--- config.mk ---
export PLATFORM = sky130hd
export DESIGN_NAME = unified_mem_arbiter
export DESIGN_NICKNAME = d
export VERILOG_FILES = /design/src/rtl/HighLevelControl.sv /design/src/rtl/mem_wait_counter.sv /design/src/rtl/unified_mem_arbiter.sv
export SDC_FILE = /design/constraint.sdc
export NUM_CORES = 1
export LEC_CHECK = 0
export BUFFER_PORTS_ARGS = -buffer_cell sky130_fd_sc_hd__buf_4
export CAP_MARGIN = 10
export CORE_AREA = 2 2 108 110
export DETAILED_ROUTE_END_ITERATION = 8
export DIE_AREA = 0 0 110 112
export PLACE_DENSITY = 0.69
export SYNTH_ARGS = -nofsm -noshare
export SYNTH_HDL_FRONTEND = slang
export SYNTH_SLANG_ARGS = --single-unit
--- constraint.sdc ---
create_clock -name clk -period 1.55 [get_ports clk]
set_clock_uncertainty 0.1 [all_clocks]
set_input_delay 0.31 -clock clk [delete_from_list [all_inputs] [get_ports clk]]
set_output_delay 0.31 -clock clk [all_outputs]
set_load 0.02 [all_outputs]
--- src/rtl/HighLevelControl.sv ---
// Shared arbiter types for the unified memory port.
// FSM states and grant identities.
package HighLevelControl;

  typedef enum logic [1:0] {
    ARB_IDLE,
    ARB_FETCH,
    ARB_DATA
  } arbState;

  typedef enum logic {
    GRANT_FETCH,
    GRANT_DATA
  } arbGrant;

endpackage

--- src/rtl/mem_wait_counter.sv ---
// Counts MemReq cycles without MemReady.
// tc flags the last allowed wait cycle.
module mem_wait_counter #(
  parameter int TIMEOUT_CYCLES = 16
) (
  input  logic clk,
  input  logic reset,
  input  logic clear,
  input  logic en,
  output logic tc
);

  localparam int W =
    (TIMEOUT_CYCLES > 2) ? $clog2(TIMEOUT_CYCLES) : 1;
  localparam logic [W-1:0] LAST = W'(TIMEOUT_CYCLES - 1);

  logic [W-1:0] cnt;

  assign tc = (cnt == LAST);

  // saturating wait count, cleared while idle
  always_ff @(posedge clk) begin
    if (reset || clear) begin
      cnt <= '0;
    end else if (en && !tc) begin
      cnt <= cnt + W'(1);
    end
  end

endmodule

--- src/rtl/unified_mem_arbiter.sv ---
// Shares one memory port between fetch and data access.
// Alternating priority, ready handshake, wait timeout.
module unified_mem_arbiter
  import HighLevelControl::*;
#(
  parameter int WORD_SIZE      = 32,
  parameter int TIMEOUT_CYCLES = 16
) (
  input  logic                   clk,
  input  logic                   reset,
  input  logic                   FetchReq,
  input  logic [WORD_SIZE-1:0]   FetchAddr,
  output logic [WORD_SIZE-1:0]   FetchInstr,
  output logic                   FetchValid,
  input  logic                   DataEn,
  input  logic                   DataWrite,
  input  logic [WORD_SIZE/8-1:0] DataByteEn,
  input  logic [WORD_SIZE-1:0]   DataAddr,
  input  logic [WORD_SIZE-1:0]   DataWData,
  output logic [WORD_SIZE-1:0]   DataRData,
  output logic                   DataValid,
  output logic                   BusError,
  output logic                   StallF,
  output logic                   StallM,
  output logic                   MemReq,
  output logic                   MemWrite,
  output logic [WORD_SIZE/8-1:0] MemByteEn,
  output logic [WORD_SIZE-1:0]   MemAddr,
  output logic [WORD_SIZE-1:0]   MemWData,
  input  logic [WORD_SIZE-1:0]   MemRData,
  input  logic                   MemReady
);

  arbState state, state_nxt;
  arbGrant last_grant, grant_nxt;

  logic fetch_eff, data_eff;
  logic idle, wait_tc, done, timeout;

  assign fetch_eff = FetchReq & ~FetchValid;
  assign data_eff  = DataEn & ~DataValid;
  assign StallF    = fetch_eff;
  assign StallM    = data_eff;

  assign idle    = (state == ARB_IDLE);
  assign MemReq  = ~idle;
  assign done    = MemReq & (MemReady | wait_tc);
  assign timeout = MemReq & ~MemReady & wait_tc;

  mem_wait_counter #(
    .TIMEOUT_CYCLES(TIMEOUT_CYCLES)
  ) u_wait (
    .clk   (clk),
    .reset (reset),
    .clear (idle),
    .en    (MemReq & ~MemReady),
    .tc    (wait_tc)
  );

  // state and last-grant registers
  always_ff @(posedge clk) begin
    if (reset) begin
      state      <= ARB_IDLE;
      last_grant <= GRANT_DATA;
    end else begin
      state      <= state_nxt;
      last_grant <= grant_nxt;
    end
  end

  // grant selection and access completion
  always_comb begin
    state_nxt = state;
    grant_nxt = last_grant;
    unique case (state)
      ARB_IDLE: begin
        unique case (1'b1)
          fetch_eff & data_eff:
            grant_nxt = (last_grant == GRANT_DATA)
                      ? GRANT_FETCH : GRANT_DATA;
          fetch_eff & ~data_eff:
            grant_nxt = GRANT_FETCH;
          ~fetch_eff & data_eff:
            grant_nxt = GRANT_DATA;
          default: grant_nxt = last_grant;
        endcase
        if (fetch_eff | data_eff) begin
          state_nxt = (grant_nxt == GRANT_FETCH)
                    ? ARB_FETCH : ARB_DATA;
        end
      end
      ARB_FETCH, ARB_DATA: begin
        if (done) state_nxt = ARB_IDLE;
      end
      default: state_nxt = ARB_IDLE;
    endcase
  end

  // memory port mux from the granted requester
  always_comb begin
    MemWrite  = 1'b0;
    MemByteEn = '0;
    MemAddr   = '0;
    MemWData  = '0;
    unique case (state)
      ARB_FETCH: begin
        MemByteEn = '1;
        MemAddr   = FetchAddr;
      end
      ARB_DATA: begin
        MemWrite  = DataWrite;
        MemByteEn = DataWrite ? DataByteEn : '1;
        MemAddr   = DataAddr;
        MemWData  = DataWData;
      end
      default: MemWrite = 1'b0;
    endcase
  end

  // completion pulses and captured read data
  always_ff @(posedge clk) begin
    if (reset) begin
      FetchValid <= 1'b0;
      DataValid  <= 1'b0;
      BusError   <= 1'b0;
      FetchInstr <= '0;
      DataRData  <= '0;
    end else begin
      FetchValid <= done & (state == ARB_FETCH);
      DataValid  <= done & (state == ARB_DATA);
      BusError   <= timeout;
      if (done && state == ARB_FETCH) begin
        FetchInstr <= MemReady ? MemRData : '0;
      end
      if (done && state == ARB_DATA && !DataWrite) begin
        DataRData <= MemReady ? MemRData : '0;
      end
    end
  end

endmodule

# Yosys cells after proc, flatten, opt, wreduce, memory -nomap -nowiden
# Cells that the tools add are included.
# totals
reg_bits	74
input_bits	138
elab_cells	55
# classes
bitwise_logic	18
add_sub_neg	1
eq_ne	5
n_mux	13
n_reduce_logical	10
# op_table
cell	n
$mux 32	2
$pmux 32 s2	1
$and 1x1->1	10
$pmux 4 s2	1
$mux 2	3
$not 1->1	6
$add 4x1->4 const B	1
$eq 4x4->1 const B	1
$logic_and 1x1->1	4
$mux 4	1
$pmux 2 s2	1
$mux 1	3
$pmux 1 s3	1
$eq 2x1->1 const B	1
$eq 2x2->1 const B	1
$logic_not 1->1	2
$logic_not 2->1	1
$ne 2x1->1 const B	1
$ne 2x2->1 const B	1
$or 1x1->1	2
$reduce_and 2->1	1
$reduce_or 2->1	1
$logic_or 1x1->1	1

# Longest topological paths before layout
# depth
ltp_word	9
mapped_depth	9
mapped_depth_nobuf	6

# Modules after synthesis
# Synthesis repeated with hierarchy kept, for this count alone.
# hier_totals
cells_unflattened	483
area_unflattened_um2	4046.4
# modules_own_cells
mod	seq_area_each_um2	instances	area_per_inst_um2	cells_per_inst
unified_mem_arbiter	1401.3	1	3834.9	461
mem_wait_counter	80.1	1	211.5	22

# Least setup slack after synthesis
# Ideal clock, no wire load.
# synth_path
path_type	register to output
start	register state[0]
end	output port MemAddr[10]
stages_incl_launch_ff	6
path_slack_ns	-0.335
path_buffers	2
t_arrival_ns	1.475
path_cell_list	dfxtp_1 -> inv_1 -> ha_1 -> clkbuf_1 -> clkbuf_1 -> nor2b_1
# synth_between
elab_chain_len	2
elab_cells_between_ends	3
classes_between	eq/ne (2); mux (1)
# synth_lines
item	line	text
start: declaration	unified_mem_arbiter.sv:34	arbState state, state_nxt;
start signal: assignment	unified_mem_arbiter.sv:66	state <= state_nxt;
$eq 2x2->1 / $eq 2x1->1 (equally long branches)	unified_mem_arbiter.sv:105	unique case (state)
$pmux 32 s2 *	unified_mem_arbiter.sv:105	
end: declaration	unified_mem_arbiter.sv:28	output logic [WORD_SIZE-1:0] MemAddr,
# Mark *: on every way between the ends. The rest lies on a longest branch, timed or not.

# Worst setup path in the final report
# layout_path
start	register state[0]
end	output port MemAddr[20]
# Same word-level chain as after synthesis.

==> key figures <==
Outcome
  – Status: finished with violations
  – Failing checks: negative setup slack

Route
  – Vias: 4,044
  – Drt initial violations: 195
  – Antenna viol nets, final: 0
  – Met1 Wirelength: 5790 um
  – Vias/cell: 4.98
  – Met2 wire length: 8000 um
  – Met3 Wirelength: 1260 um
  – DR top layer: met4
  – WL final: 15,400 um
  – DRT Pass-1 Iters: 4
  – Wire length per cell: 18.9 um
  – Number of remaining DRC errors: 0

GRT
  – Overall routing resource usage: 23.4%
  – Overflow after GRT: 0
  – Largest net degree at the start of global routing: 33
  – Vias in the first global route: 3,996
  – First-pass GRT wire length: 22,200 um
  – Initial antenna violation count: 0

Timing
  – Final hold vios: 0
  – Tmin final: 2.09 ns
  – Setup WS post-layout: -0.541 ns
  – Peak Freq: 478 MHz
  – Worst slew margin: 75.7%
  – Worst-Margin Slew: 0.365 ns
  – Tcrit/Tclk final: 135%
  – Final setup fails: 136
  – RSZ-0062 raised after global routing: true
  – Final Slew Violations: 0

Die
  – CORE AREA: 11,200 sq um
  – Ports: 277
  – Row cnt: 39
  – Die X: 110 um
  – Initial Util: 31.1%
  – Die footprint: 12,300 sq um
  – Chip height: 112 um

Cells and area
  – Layout cells sized above 1: 71.2%
  – # fillers: 878
  – Fin nets: 806
  – Syn-to-layout area delta: 112%
  – Final std cells w/o fill: 812
  – Diode count: 0
  – Final Cell Area: 7370 sq um

Clock tree
  – TritonCTS clock tree: done
  – Insertion delay of the later-clocked pin in the worst-skew pair: 0.33 ns
  – Root Buffer: clkbuf_16
  – CTS max path bufs: 2
  – # hold bufs at CTS: 0
  – H-tree Lvls: 3
  – Clock Sinks: 74
  – CTS buffer count: 9
  – Clock transition at path regs: 0.06 ns

Critical path
  – Critical path startpoint category: register
  – WS Path Type: reg -> out
  – Worst path arrival time: 1.68 ns
  – Reg-to-Reg Start: state[0]$_SDFFE_PP0P_
  – Worst Setup SP: state[0]$_SDFFE_PP0P_
  – WP data required: 1.14 ns
  – Crit end category: output pin
  – R2R Setup Slk: -0.34 ns
  – Crit-path max FO: 8

Hold path
  – Hold_sp: MemRData[14]
  – Hold crit path type: in -> reg

Synth
  – Syn_nets: 501
  – Synth area leaders: dfxtp_1, a22oi_1, a22o_1, a22oi_2, nor2b_1
  – Cell variety after synth: 32
  – Synthesized instance count: 359
  – Synthesized flop and latch total: 74
  – Post-Syn Area: 3470 sq um
  – Syn_area_per_cell: 9.67 sq um
  – Largest area contributor in the netlist: dfxtp_1
  – Synth warn: 0
  – Share of the synthesized area in the top cell type: 42.7%
  – Seq/Total Area, Yosys: 42.7%

Job
  – Max_cap viols: 0

Place
  – GPL Wtd Cong: 0.878
  – Post-detail-place hpwl: 10,200 um
  – Dpl cell area: 6260 sq um
  – Placed Cells: 772
  – IO buf count: 276

Power and ir drop
  – PwrDens: 997 nW/um^2
  – LEAKAGE: 3.21 nW
  – Peak VDD IR: 0.644 mV
-- registers in the layout, summed over array words and instances, names as in the netlist --
| signal | cells |
|---|---|
| BusError | 1 |
| u_wait.cnt | 4 |
| state | 2 |
| FetchValid | 1 |
| DataRData | 32 |
| DataValid | 1 |
| FetchInstr | 32 |
| last_grant | 1 |
-- worst max-delay path: stages (launching register included) --
cell	delay, ns
dfxtp_2	0.33
inv_2	0.04
buf_6	0.11
ha_4	0.22
clkbuf_16	0.18
a22oi_2	0.26
nor2b_4	0.07
buf_6	0.14
-- per-stage QoR --
stage / worst slack (ns) / hold slack [ns] / util [%] / setup TNS [ns] / power, mW
4_1_cts: -0.512 / 0.105 / 64.6 / -44.14 / 7.16
5_1_grt: -0.565 / 0.109 / 66.0 / -53.21 / 7.62
6_report: -0.541 / 0.113 / 66.0 / -43.64 / 7.35
3_3_place_gp: -0.355 / 0.359 / 56.0 / -18.89 / 4.38
2_1_floorplan: -0.0384 / 0.343 / - / -2.86 / 3.56
3_5_place_dp: -0.437 / 0.359 / 56.0 / -23.20 / 4.42
-- logic make-up after synthesis --
group | synth area share, %
AND/OR/NAND/NOR | 21.3
adder cells (fa/ha/maj) | 1.44
flip-flops | 42.7
AO/OA/AOI/OAI | 27.4
XOR/XNOR | 0.505
buffers and inverters | 6.67
-- final cells by class --
cell class	count	area (sq um)	area share (%)
Sequential cell	74	1480	20.1
Tap cell	143	179	2.43
Clock inverter	7	93.8	1.27
Inverter	4	17.5	0.238
Multi-Input combinational cell	248	2390	32.4
Timing Repair Buffer	327	2980	40.5
Clock buffer	9	225	3.06
-- placed cells by master, fill, tap and decap left out, types with 3 or more instances in the layout --
master     synthesis  routed
buf_4              0     243
dfxtp_1           74      72
buf_6             11      66
a22oi_2           20      63
nor2_1            36      36
nor2b_4            0      33
a22o_1            32      32
and2_1            33      23
and2_4             1      11
clkbuf_16          0      11
buf_12             0       9
nand2b_1           5       5
buf_16             0       5
a21oi_4            0       4
nor2b_2            0       4
a21oi_1            8       4
nand2_1            4       3
ha_4               0       3
-- synth_stat cells, drive strengths merged --
cell type and count:
dfxtp 74, a22oi 64, nor2b 39, nor2 37, and2 34, a22o 32, buf 19, clkbuf 15
a21oi 8, nand2b 5, and3 4, ha 4, inv 4, nand2 4, a32o 2, nand4 2
nor3 2, nor3b 2, o21bai 2, a31o 1, a31oi 1, nor4bb 1, or2 1, xnor2 1
xor2 1
-- layer usage --
metal	up-vias	GRT usage (%)
met3	22	5.50
li1	1900	-
met5	-	0
met1	1952	26.9
met2	170	41.6
met4	0	7.93
-- report_power, final --
group	switching, mW	internal [mW]
registers	0.0343	1.96
logic	1.40	1.74
clock network	0.801	1.41
-- what timing repair did --
item,CTS,global route
gates cloned,8,4
resized for setup,85,24
setup buffers,9,5
setup endpoints to repair,138,137
pin swaps,10,10
-- final timing paths --
path | endpoint | cells after the start
hold reg to reg | FetchInstr[30]$_SDFFE_PP0P_ | 1
setup reg to reg | DataRData[12]$_SDFFE_PP0P_ | 10
setup / recovery | MemAddr[20] | 7
hold / removal | FetchInstr[14]$_SDFFE_PP0P_ | 2
Note: power is estimated with default switching activity, not from simulation.
